===== src/rtl/pkt_collector_if.sv =====
// pkt_collector_if: serial frame input, host-side frame stream and status counters of pkt_collector.
interface pkt_collector_if #(
    parameter int PKT_BITS = 64,
    parameter int DEPTH    = 4
);
    logic                      valid_in;
    logic [3:0]                port_in;
    logic                      m_valid;
    logic                      m_ready;
    logic [PKT_BITS-1:0]       m_data;
    logic [3:0]                m_mask;
    logic                      m_err;
    logic [$clog2(DEPTH):0]    level;
    logic [7:0]                drop_cnt;
    logic [7:0]                trunc_cnt;

    modport master (
        output valid_in, port_in, m_ready,
        input  m_valid, m_data, m_mask, m_err, level, drop_cnt, trunc_cnt
    );
    modport slave (
        input  valid_in, port_in, m_ready,
        output m_valid, m_data, m_mask, m_err, level, drop_cnt, trunc_cnt
    );
endinterface


===== src/rtl/pkt_collector.sv =====
// pkt_collector: deserialises 4-port framed serial data into a FIFO drained over valid/ready.
// Define PKT_COLLECT_STATS_EN to implement the saturating drop/truncation counters.
module pkt_collector #(
    parameter int PKT_BITS = 64,
    parameter int DEPTH    = 4
) (
    input logic           clk,
    input logic           rst,
    pkt_collector_if.slave bus
);
    localparam int CW = $clog2(PKT_BITS) + 1;
    localparam int AW = $clog2(DEPTH);
    localparam int LW = AW + 1;
    localparam logic [LW-1:0] FULL = LW'(DEPTH);

    typedef enum logic {IDLE, RECV} state_t;

    state_t              state_q;
    logic [CW-1:0]       cnt_q;
    logic [PKT_BITS-2:0] shift_q;
    logic [PKT_BITS-1:0] shift_d;
    logic [3:0]          mask_q, mask_d;
    logic [AW-1:0]       wr_q, rd_q;
    logic [LW-1:0]       level_q, level_d;
    logic [PKT_BITS-1:0] data_q [DEPTH];
    logic [3:0]          mmask_q [DEPTH];
    logic                err_q [DEPTH];
    logic                push, pop, push_ok;

    always_comb begin
        shift_d = {shift_q, |bus.port_in};
        mask_d  = (state_q == IDLE ? 4'b0 : mask_q) | bus.port_in;
        push    = state_q == RECV && bus.valid_in && cnt_q == CW'(PKT_BITS - 1);
        pop     = level_q != '0 && bus.m_ready;
        // a simultaneous pop frees the slot the push needs
        push_ok = push && (level_q != FULL || pop);
        level_d = level_q + LW'(push_ok) - LW'(pop);
    end

    always_ff @(posedge clk) begin
        if (!rst) begin
            state_q <= IDLE;
            cnt_q   <= '0;
            shift_q <= '0;
            mask_q  <= '0;
            wr_q    <= '0;
            rd_q    <= '0;
            level_q <= '0;
            for (int i = 0; i < DEPTH; i++) begin
                data_q[i]  <= '0;
                mmask_q[i] <= '0;
                err_q[i]   <= 1'b0;
            end
        end else begin
            state_q <= bus.valid_in && !push ? RECV : IDLE;
            cnt_q   <= bus.valid_in && !push ? cnt_q + CW'(1) : '0;
            if (bus.valid_in) begin
                shift_q <= shift_d[PKT_BITS-2:0];
                mask_q  <= mask_d;
            end
            if (push_ok) begin
                data_q[wr_q]  <= shift_d;
                mmask_q[wr_q] <= mask_d;
                err_q[wr_q]   <= |(mask_d & (mask_d - 4'd1));
                wr_q          <= wr_q + AW'(1);
            end
            if (pop) rd_q <= rd_q + AW'(1);
            level_q <= level_d;
        end
    end

    assign bus.m_valid = level_q != '0;
    assign bus.m_data  = data_q[rd_q];
    assign bus.m_mask  = mmask_q[rd_q];
    assign bus.m_err   = err_q[rd_q];
    assign bus.level   = level_q;

`ifdef PKT_COLLECT_STATS_EN
    logic [7:0] drop_q, trunc_q;
    logic       drop, trunc;

    assign drop  = push && !push_ok;
    assign trunc = state_q == RECV && !bus.valid_in;

    always_ff @(posedge clk) begin
        if (!rst) begin
            drop_q  <= '0;
            trunc_q <= '0;
        end else begin
            if (drop && drop_q != 8'hFF) drop_q <= drop_q + 8'd1;
            if (trunc && trunc_q != 8'hFF) trunc_q <= trunc_q + 8'd1;
        end
    end

    assign bus.drop_cnt  = drop_q;
    assign bus.trunc_cnt = trunc_q;
`else
    assign bus.drop_cnt  = '0;
    assign bus.trunc_cnt = '0;
`endif
endmodule

===== src/flat_wrapper.sv =====
// flat-port wrapper written by rule: the top's interface ports become plain ports
module pkt_collector_flat 
#(
    parameter int PKT_BITS = 64,
    parameter int DEPTH    = 4
)
  (clk, rst, bus_valid_in, bus_port_in, bus_m_ready, bus_m_valid, bus_m_data, bus_m_mask, bus_m_err, bus_level, bus_drop_cnt, bus_trunc_cnt);
  pkt_collector_if #(.PKT_BITS(PKT_BITS), .DEPTH(DEPTH)) bus_i ();
  input logic clk;
  input logic rst;
  input wire logic [$bits(bus_i.valid_in)-1:0] bus_valid_in;
  input wire logic [$bits(bus_i.port_in)-1:0] bus_port_in;
  input wire logic [$bits(bus_i.m_ready)-1:0] bus_m_ready;
  output wire logic [$bits(bus_i.m_valid)-1:0] bus_m_valid;
  output wire logic [$bits(bus_i.m_data)-1:0] bus_m_data;
  output wire logic [$bits(bus_i.m_mask)-1:0] bus_m_mask;
  output wire logic [$bits(bus_i.m_err)-1:0] bus_m_err;
  output wire logic [$bits(bus_i.level)-1:0] bus_level;
  output wire logic [$bits(bus_i.drop_cnt)-1:0] bus_drop_cnt;
  output wire logic [$bits(bus_i.trunc_cnt)-1:0] bus_trunc_cnt;
  assign bus_i.valid_in = bus_valid_in;
  assign bus_i.port_in = bus_port_in;
  assign bus_i.m_ready = bus_m_ready;
  assign bus_m_valid = bus_i.m_valid;
  assign bus_m_data = bus_i.m_data;
  assign bus_m_mask = bus_i.m_mask;
  assign bus_m_err = bus_i.m_err;
  assign bus_level = bus_i.level;
  assign bus_drop_cnt = bus_i.drop_cnt;
  assign bus_trunc_cnt = bus_i.trunc_cnt;
  pkt_collector #(.PKT_BITS(PKT_BITS), .DEPTH(DEPTH)) u_core (.clk(clk), .rst(rst), .bus(bus_i));
endmodule

===== config.mk =====
export PLATFORM = sky130hd
export DESIGN_NAME = pkt_collector_flat
export DESIGN_NICKNAME = d
export VERILOG_FILES = /design/src/rtl/pkt_collector_if.sv /design/src/rtl/pkt_collector.sv /design/src/flat_wrapper.sv
export SDC_FILE = /design/constraint.sdc
export NUM_CORES = 1
export LEC_CHECK = 0
export BUFFER_PORTS_ARGS = -buffer_cell sky130_fd_sc_hd__buf_2
export CAP_MARGIN = 0
export CELL_PAD_IN_SITES_DETAIL_PLACEMENT = 1
export CELL_PAD_IN_SITES_GLOBAL_PLACEMENT = 2
export CORE_ASPECT_RATIO = 1.2
export CORE_MARGIN = 2
export CORE_UTILIZATION = 48
export DETAILED_ROUTE_END_ITERATION = 16
export PLACE_DENSITY_LB_ADDON = 0.15
export SLEW_MARGIN = 20
export SYNTH_ARGS = -nofsm -noshare
export SYNTH_HDL_FRONTEND = slang
export SYNTH_SLANG_ARGS = --single-unit

===== constraint.sdc =====
create_clock -name clk -period 20.1 [get_ports clk]
set_input_delay 1.005 -clock clk [delete_from_list [all_inputs] [get_ports clk]]
set_output_delay 1.005 -clock clk [all_outputs]
set_load 0.01 [all_outputs]

# --- Yosys cells after proc, flatten, opt, wreduce, memory -nomap -nowiden ---
# Memory sizes are Yosys's and may differ from the RTL's. A register that Yosys moved wholly into a read port is not among the register bits.
# Index checks and enable logic that the tools add are counted.
op_classes:
  n_addsub: 6
  n_eq_ne: 2
  mux: 21
  bitwise_logic: 2
  reduce_logical: 14
ops:
  columns: ["operator", "n"]
  rows:
  - ["$mux 64", 1]
  - ["$reduce_or 64->1", 1]
  - ["$mux 2", 9]
  - ["$reduce_or 4->1", 3]
  - ["$mux 1", 9]
  - ["$mux 4", 2]
  - ["$add 7x1->7 const B", 1]
  - ["$eq 7x6->1 const B", 1]
  - ["$logic_and 1x1->1", 5]
  - ["$add 2x1->2 const B", 2]
  - ["$and 4x4->4", 1]
  - ["$or 4x4->4", 1]
  - ["$sub 4x1->4 const B", 1]
  - ["$add 3x1->3", 1]
  - ["$ne 3x3->1 const B", 1]
  - ["$reduce_bool 3->1", 1]
  - ["$sub 3x1->3", 1]
  - ["$reduce_and 2->1", 1]
  - ["$logic_not 1->1", 1]
  - ["$logic_or 1x1->1", 1]
  - ["$reduce_or 1->1", 1]
totals:
  reg_bits: 82
  ram_bits: 276
  input_bits: 8
  out_inout_bits: 89
  wordCells: 55
  memories: 3
mem_list:
  columns: ["memory", "words", "width", "rd", "rd_ports_with_merged_regs", "wr", "line_no", "text"]
  rows:
  - ["u_core.data_q", 4, 64, 1, 1, 4, "pkt_collector.sv:25", "logic [PKT_BITS-1:0] data_q [DEPTH];"]
  - ["u_core.mmask_q", 4, 4, 1, 1, 4, "pkt_collector.sv:26", "logic [3:0] mmask_q [DEPTH];"]
  - ["u_core.err_q", 4, 1, 1, 1, 4, "pkt_collector.sv:27", "logic err_q [DEPTH];"]

# --- Depth between registers and ports, before layout ---
# Gate-level depths: netlist of run 1.
depth:
  word_depth: 9
  ltp_mapped: 10
  mapped_depth_nobuf: 8

# --- Least setup slack after synthesis of run 1 ---
# No wires, ideal clock.
synth_path:
  path_type: "input -> register"
  start: "input port bus_valid_in"
  end: "memory u_core.data_q[3][0], enable pin"
  setup_time_ns: 0.591
  arrival_time_ns: 6.220
  required_ns: 19.509
  setup_slack_ns: 13.289
  path_stages: 3
  cell_sequence: "and4b_1 -> nand4_1 -> o21ai_0"
synth_rtl:
  columns: ["item", "line_no", "text"]
  rows:
  - ["start, declared", "flat_wrapper.sv:11", "input wire logic [$bits(bus_i.valid_in)-1:0] bus_valid_in;"]
  - ["end, declared", "pkt_collector.sv:25", null]

==> flow_summary.json, run 1 <==
{
  "status": "finished, final reports clean",
  "wl_per_cell_um": 21.9,
  "synth_seq_area_share": 0.651,
  "synth_top_area_cell": "edfxtp_1",
  "hold_depth": 1,
  "clock-sinks": 360,
  "synthMuxAreaShare": 0.145,
  "synth_top_family_by_area": "simple AND/OR/NAND/NOR gates",
  "p_leak_nw": 6.63,
  "die_y_um": 199,
  "critical_path_class": "register to output port",
  "setup_viol": 0,
  "drc": 0,
  "synthTopCellsByArea": "edfxtp_1 54%, dfxtp_1 11%, mux4_2 10%",
  "area_growth_pct": 11.9,
  "slew_headroom": 0.285,
  "io_pins": 97,
  "drive_above_1_share": 0.203,
  "multiInputGateArea_um2": 4910,
  "gr-total-overflow": 0,
  "synthXorXnorAreaFrac": 0.00573,
  "reg2reg_depth": 7,
  "num_vias": 8293,
  "place.gp.congestion": 0.712,
  "netlist-cell-type-count": 37,
  "synth_area_um2": 15300,
  "tns_ps": 0,
  "cts_tree": "yes",
  "grt_pass1_vias": 9043,
  "reg2reg_to": "u_core.bus.level[1]",
  "hold_viol_final": 0,
  "ys_seq_elements": 360,
  "synthFlopType": "edfxtp_1",
  "synth_edf_count": 273,
  "peakVddDrop_mv": 0.0808,
  "rsz0062_at_grt": "false",
  "synth_compound_area_frac": 0.00647,
  "synth_top_area_frac": 0.537,
  "cts_max_level": 2,
  "ant_nets": 0,
  "fin_crit_ps": 3960,
  "cts-root-buf": "clkbuf_16",
  "synth_fa_ha_area_frac": 0.00442,
  "grt_start_max_net_pins": 109,
  "io_buffer_count": 80,
  "drt_iter0_markers": 512,
  "syn_inst": 1009,
  "die-width_um": 167,
  "fillers": 2947,
  "cts_resized": 0,
  "std_cell_rows": 71,
  "worstMarginPinSlew_ps": 1070,
  "avgSynthCellArea_um2": 15.1,
  "drt_first_pass_iters": 5,
  "fin_nets": 1073,
  "fmax_mhz": 252,
  "antenna_found_initial": 1,
  "required_ps": 19090,
  "timing.rr.start": "u_core.cnt_q[0]",
  "clkTransAtPathRegs_ps": 60,
  "async_reset_ff_frac": 0,
  "hp-class": "register to register",
  "arrival_ps": 2960,
  "cp_max_fo": 42,
  "cp-start-kind": "register",
  "ys_top_cells_by_count": "273 x edfxtp_1, 133 x and2_1, 128 x and3_1",
  "grt_pass1_wl_um": 52300,
  "r2r_slack_ps": 16930,
  "fin_skew_ps": 16.8,
  "clockBufferDepth": 3,
  "grt_use_total": 0.203,
  "cts_setup_buffers": 0,
  "slew_violations": 0,
  "synthesis.yosys.warnings": 0,
  "instances_no_fill": 1493,
  "ctsHoldBuffers": 0,
  "crit_path_end_kind": "output port",
  "initial_core_util": 0.487,
  "dpl.cell_count": 1422,
  "drt-total-wl_um": 32800,
  "dieArea_um2": 33300,
  "cap_violations": 0,
  "yosysMostFrequentCell": "edfxtp_1",
  "dp_hpwl_um": 16900,
  "whs_endpoint": "u_core.cnt_q[0]",
  "numCtsBuffers": 38,
  "min_from": "u_core.cnt_q[0]",
  "finalCritPeriodShare": 0.197,
  "coreArea_um2": 31400,
  "insertion_delay_ps": 530,
  "p_per_area_nw_per_um2": 108,
  "vias_per_cell": 5.55,
  "yosys.area_share.simple": 0.152,
  "regArea_um2": 9950
}
through the flow:
step	hold WS, ps	total power [mW]	instance area (um^2)	utilization	setup WS, ps
floorplan	418	1.07	15300	-	13290
global placement	430	1.16	15800	0.505	15800
detailed placement	458	1.17	15800	0.505	15810
CTS	467	1.86	17100	0.545	15970
global route	496	1.91	17100	0.545	15880
finish	459	1.84	17100	0.545	16140
worst max-delay path: stages, from the launching register on:
cell     delay, ps
dfxtp_4        980
buf_4          630
mux4_2         630
buf_2          170
cell usage in the layout, fill, tap and decap left out, types with 6 or more instances in the layout:
| master | count |
|---|---|
| and2_1 | 133 |
| and3_1 | 127 |
| buf_2 | 78 |
| buf_4 | 9 |
| clkbuf_1 | 6 |
| clkbuf_16 | 41 |
| clkinv_1 | 10 |
| clkinv_2 | 6 |
| conb_1 | 16 |
| dfxtp_1 | 85 |
| edfxtp_1 | 273 |
| inv_1 | 7 |
| mux2i_1 | 66 |
| mux4_2 | 69 |
| nand2_1 | 16 |
| nor2_1 | 29 |
| nor2b_1 | 63 |
registers in the layout (all words and copies together) (netlist names), named ones only:
name	count
u_core.mmask_q	16
u_core.rd_q	2
u_core.shift_q	63
u_core.wr_q	2
u_core.bus.level	3
u_core.mask_q	4
u_core.err_q	4
u_core.data_q	256
u_core.cnt_q	7
u_core.state_q	1
cell families after synthesis:
| logic type | count (synthesis) |
|---|---|
| AOI/OAI and AO/OA | 13 |
| other | 1 |
| xor gates and xnor gates | 10 |
| buffers and inverters | 98 |
| adders and majority gates | 5 |
| DFF | 360 |
| and+or+nand+nor | 387 |
| muxes | 135 |
cell type report:
cell class	instances	area share
diodes	1	0.000146
clock buffers	51	0.0645
clock inverters	19	0.00812
inverters	7	0.00154
multi-input cells	566	0.287
flip-flops and latches	360	0.582
well taps	401	0.0293
repair buffers	88	0.0274
layer usage:
metal / GRT usage / part of all wire / vias up
li1: - / - / 3799
met1: 0.274 / 0.45 / 4314
met2: 0.344 / 0.49 / 141
met3: 0.0309 / 0.034 / 39
met4: 0.0556 / 0.020 / 0
met5: 0 / 0 / -
how the worst max path moves through the flow:
stage	end	cells past startpoint	from	slack (ps)
floorplan	u_core.data_q[3][0]	3	bus_valid_in	13290
detailed placement	u_core.data_q[0][8]	4	rst	15810
global route	bus_m_data[1]	3	register	15880
global placement	u_core.data_q[2][8]	6	rst	15800
finish	bus_m_data[2]	3	register	16140
CTS	bus_m_data[1]	3	register	15970
report_power, final:
part	internal (mW)	switching [mW]
clock network	0.411	0.285
logic	0.143	0.130
registers	0.831	0.0374
total	1.39	0.453
(Power assumes the default switching activity.)
==> run 2, diff against run 1 <==
--- a/config.mk
+++ b/config.mk
@@ -5,13 +5,14 @@
 export SDC_FILE = /design/constraint.sdc
 export NUM_CORES = 1
 export LEC_CHECK = 0
+export ABC_AREA = 1
 export BUFFER_PORTS_ARGS = -buffer_cell sky130_fd_sc_hd__buf_2
 export CAP_MARGIN = 0
 export CELL_PAD_IN_SITES_DETAIL_PLACEMENT = 1
 export CELL_PAD_IN_SITES_GLOBAL_PLACEMENT = 2
 export CORE_ASPECT_RATIO = 1.2
 export CORE_MARGIN = 2
-export CORE_UTILIZATION = 48
+export CORE_UTILIZATION = 40
 export DETAILED_ROUTE_END_ITERATION = 16
 export PLACE_DENSITY_LB_ADDON = 0.15
 export SLEW_MARGIN = 20
==> constraint.sdc (replaced) <==
create_clock -name clk -period 3.77 [get_ports clk]
set_input_delay 0.1885 -clock clk [delete_from_list [all_inputs] [get_ports clk]]
set_output_delay 0.1885 -clock clk [all_outputs]
set_load 0.01 [all_outputs]
==> run 2 against run 1 <==
- non-clock buffer count increased by 13
- routed wire length up 15%
- sequential power grew to 5.2 times the previous value
- register-to-register slack worse by 16000 ps
- die area rose by 15%
- global-route usage is 0.097 points higher
- via count grew 23%
- worst hold slack worse by 390 ps
- synthesized cell count rose by 41%
- clock skew is 3.5 ps lower
==> flow_summary.json, run 2 <==
{
  "status": "finished, final reports clean",
  "dieArea_um2": 38300,
  "cp_max_fo": 35,
  "area_growth_pct": 14.0,
  "grt_pass1_wl_um": 60200,
  "grt_start_max_net_pins": 139,
  "arrival_ps": 2850,
  "cts-root-buf": "clkbuf_16",
  "slew_headroom": 0.308,
  "comb_power_share": 0.190,
  "cts_max_level": 2,
  "avgSynthCellArea_um2": 10.4,
  "clockBufferDepth": 3,
  "required_ps": 3990,
  "switching_power_mw": 2.95,
  "pwr-share-clk": 0.370,
  "fin_nets": 1472,
  "fillers": 3950,
  "num_vias": 10211,
  "antenna_found_initial": 0,
  "async_reset_ff_frac": 0,
  "grt_use_total": 0.204,
  "fmax_mhz": 380,
  "synth_top_area_cell": "edfxtp_1",
  "wl_met2_um": 18300,
  "clkTransAtPathRegs_ps": 60,
  "ant_nets": 0,
  "seqPwrFrac": 0.440,
  "fin_skew_ps": 13.3,
  "drt-total-wl_um": 37800,
  "finalPower_mw": 10.3,
  "dpl_cell_area_um2": 15500,
  "die_y_um": 214,
  "die-width_um": 179,
  "max_flop_register": "u_core.data_q",
  "drt_iter0_markers": 551,
  "design_area_um2": 16700,
  "hold_viol_final": 0,
  "std_cell_rows": 76,
  "synthFlopType": "edfxtp_1",
  "gr-total-overflow": 0,
  "wl_met1_um": 17200,
  "cap_violations": 0,
  "io_buffer_count": 80,
  "p_per_area_nw_per_um2": 613,
  "tns_ps": 0,
  "slew_violations": 0,
  "yosysMostFrequentCell": "nor2_1",
  "synth_seq_area_share": 0.677,
  "synth_top_area_frac": 0.558,
  "wl_per_cell_um": 19.3,
  "intPower_mw": 7.30,
  "drc": 0,
  "cts_setup_buffers": 0,
  "peakVddDrop_mv": 0.472,
  "p_leak_nw": 6.21,
  "clock-sinks": 360,
  "sw_frac_of_total": 0.288,
  "vias_per_cell": 5.22,
  "syn_inst": 1418,
  "rsz0062_at_grt": "false",
  "place.gp.congestion": 0.709,
  "synthesis.yosys.warnings": 0,
  "ctsHoldBuffers": 0,
  "io_pins": 97,
  "largestRegisters": "u_core.data_q (256), u_core.shift_q (63), u_core.mmask_q (16)",
  "drt_first_pass_iters": 4,
  "synth_edf_count": 273,
  "ys_seq_elements": 360,
  "holdWs_ps": 73.6,
  "netlist-cell-type-count": 32,
  "synth_area_um2": 14700,
  "finalCritPeriodShare": 0.698,
  "drive_above_1_share": 0.117,
  "ys_top_cells_by_count": "422 x nor2_1, 273 x edfxtp_1, 203 x o21ai_0",
  "diodes": 0,
  "top_layer": "met4",
  "dpl.cell_count": 1888,
  "initial_core_util": 0.407,
  "grt_pass1_vias": 10684,
  "synthTopCellsByArea": "edfxtp_1 56%, dfxtp_1 12%, nor2_1 11%",
  "worstMarginPinSlew_ps": 1040,
  "largest_register_ffs": 256,
  "critical_path_class": "register to register",
  "coreArea_um2": 36000,
  "layout_commonest_cell": "nor2_1",
  "fin_crit_ps": 2630,
  "instances_no_fill": 1958,
  "dp_hpwl_um": 20000,
  "numCtsBuffers": 38,
  "setup_viol": 0,
  "cts_tree": "yes",
  "wl_met3_um": 1550,
  "cts_resized": 0,
  "hp-class": "input pin to register",
  "crit_path_end_kind": "register",
  "cp-start-kind": "register",
  "layout.cells.most_common_list": "422 x nor2_1, 273 x edfxtp_1, 203 x o21ai_0",
  "insertion_delay_ps": 530
}
-- run 2: worst max-delay path, cell delays in order (launching register included) --
cell and delay (ps):
dfxtp_1 350, ha_1 210, nand3_2 130, inv_1 80
nand3_1 100, nor2_1 300, nand4_1 230, nand2_4 530
buf_4 370
-- run 2: per-layer routing --
metal,track usage,up-vias
met5,0,-
met3,0.0305,42
met2,0.345,168
li1,-,4888
met1,0.274,5113
met4,0.0519,0
-- run 2: power by group through the flow --
| stage | sequential [mW] | clock [mW] | combinational [mW] |
|---|---|---|---|
| after floorplan | 4.58 | 0 | 1.18 |
| after global placement | 4.59 | 0 | 1.97 |
| after detailed placement | 4.59 | 0 | 1.99 |
| after CTS | 4.51 | 3.89 | 2.00 |
| after global routing | 4.53 | 4.03 | 2.19 |
| final | 4.51 | 3.80 | 1.94 |
-- run 2: final cells by class --
cell class              instances  area [um^2]  share of cell area
clock buffers                  58         1160              0.0693
clock inverters                12          110             0.00658
inverters                     100          378              0.0226
multi-input cells             859         3920               0.234
flip-flops and latches        360         9940               0.594
well taps                     468          586              0.0350
repair buffers                101          636              0.0380
-- run 2: path summary, 6_finish.rpt --
| kind | from | end | slack, ps | cells after the start |
|---|---|---|---|---|
| worst max-delay path | u_core.cnt_q[0] | u_core.mmask_q[0][2] | 1140 | 8 |
| worst min-delay path | bus_valid_in | u_core.shift_q[61] | 70 | 2 |
| worst max register to register | u_core.cnt_q[0] | u_core.mmask_q[0][2] | 1140 | 8 |
| worst min register to register | u_core.cnt_q[0] | u_core.cnt_q[0] | 440 | 1 |
-- run 2: kinds of logic after synthesis --
kind of cell | Yosys count | share of synthesized area
fa+ha+maj | 4 | 0.00392
simple gates | 486 | 0.129
flops | 360 | 0.677
compound gates | 351 | 0.127
xor+xnor | 2 | 0.00119
other cells | 1 | 0.000255
buf+inv | 214 | 0.0614
-- run 2: metrics by stage --
| stage | utilization | setup slack, ps |
|---|---|---|
| floorplan | - | 737 |
| global placement | 0.429 | 1130 |
| detailed placement | 0.429 | 1100 |
| CTS | 0.464 | 1060 |
| global route | 0.464 | 868 |
| finish | 0.464 | 1140 |
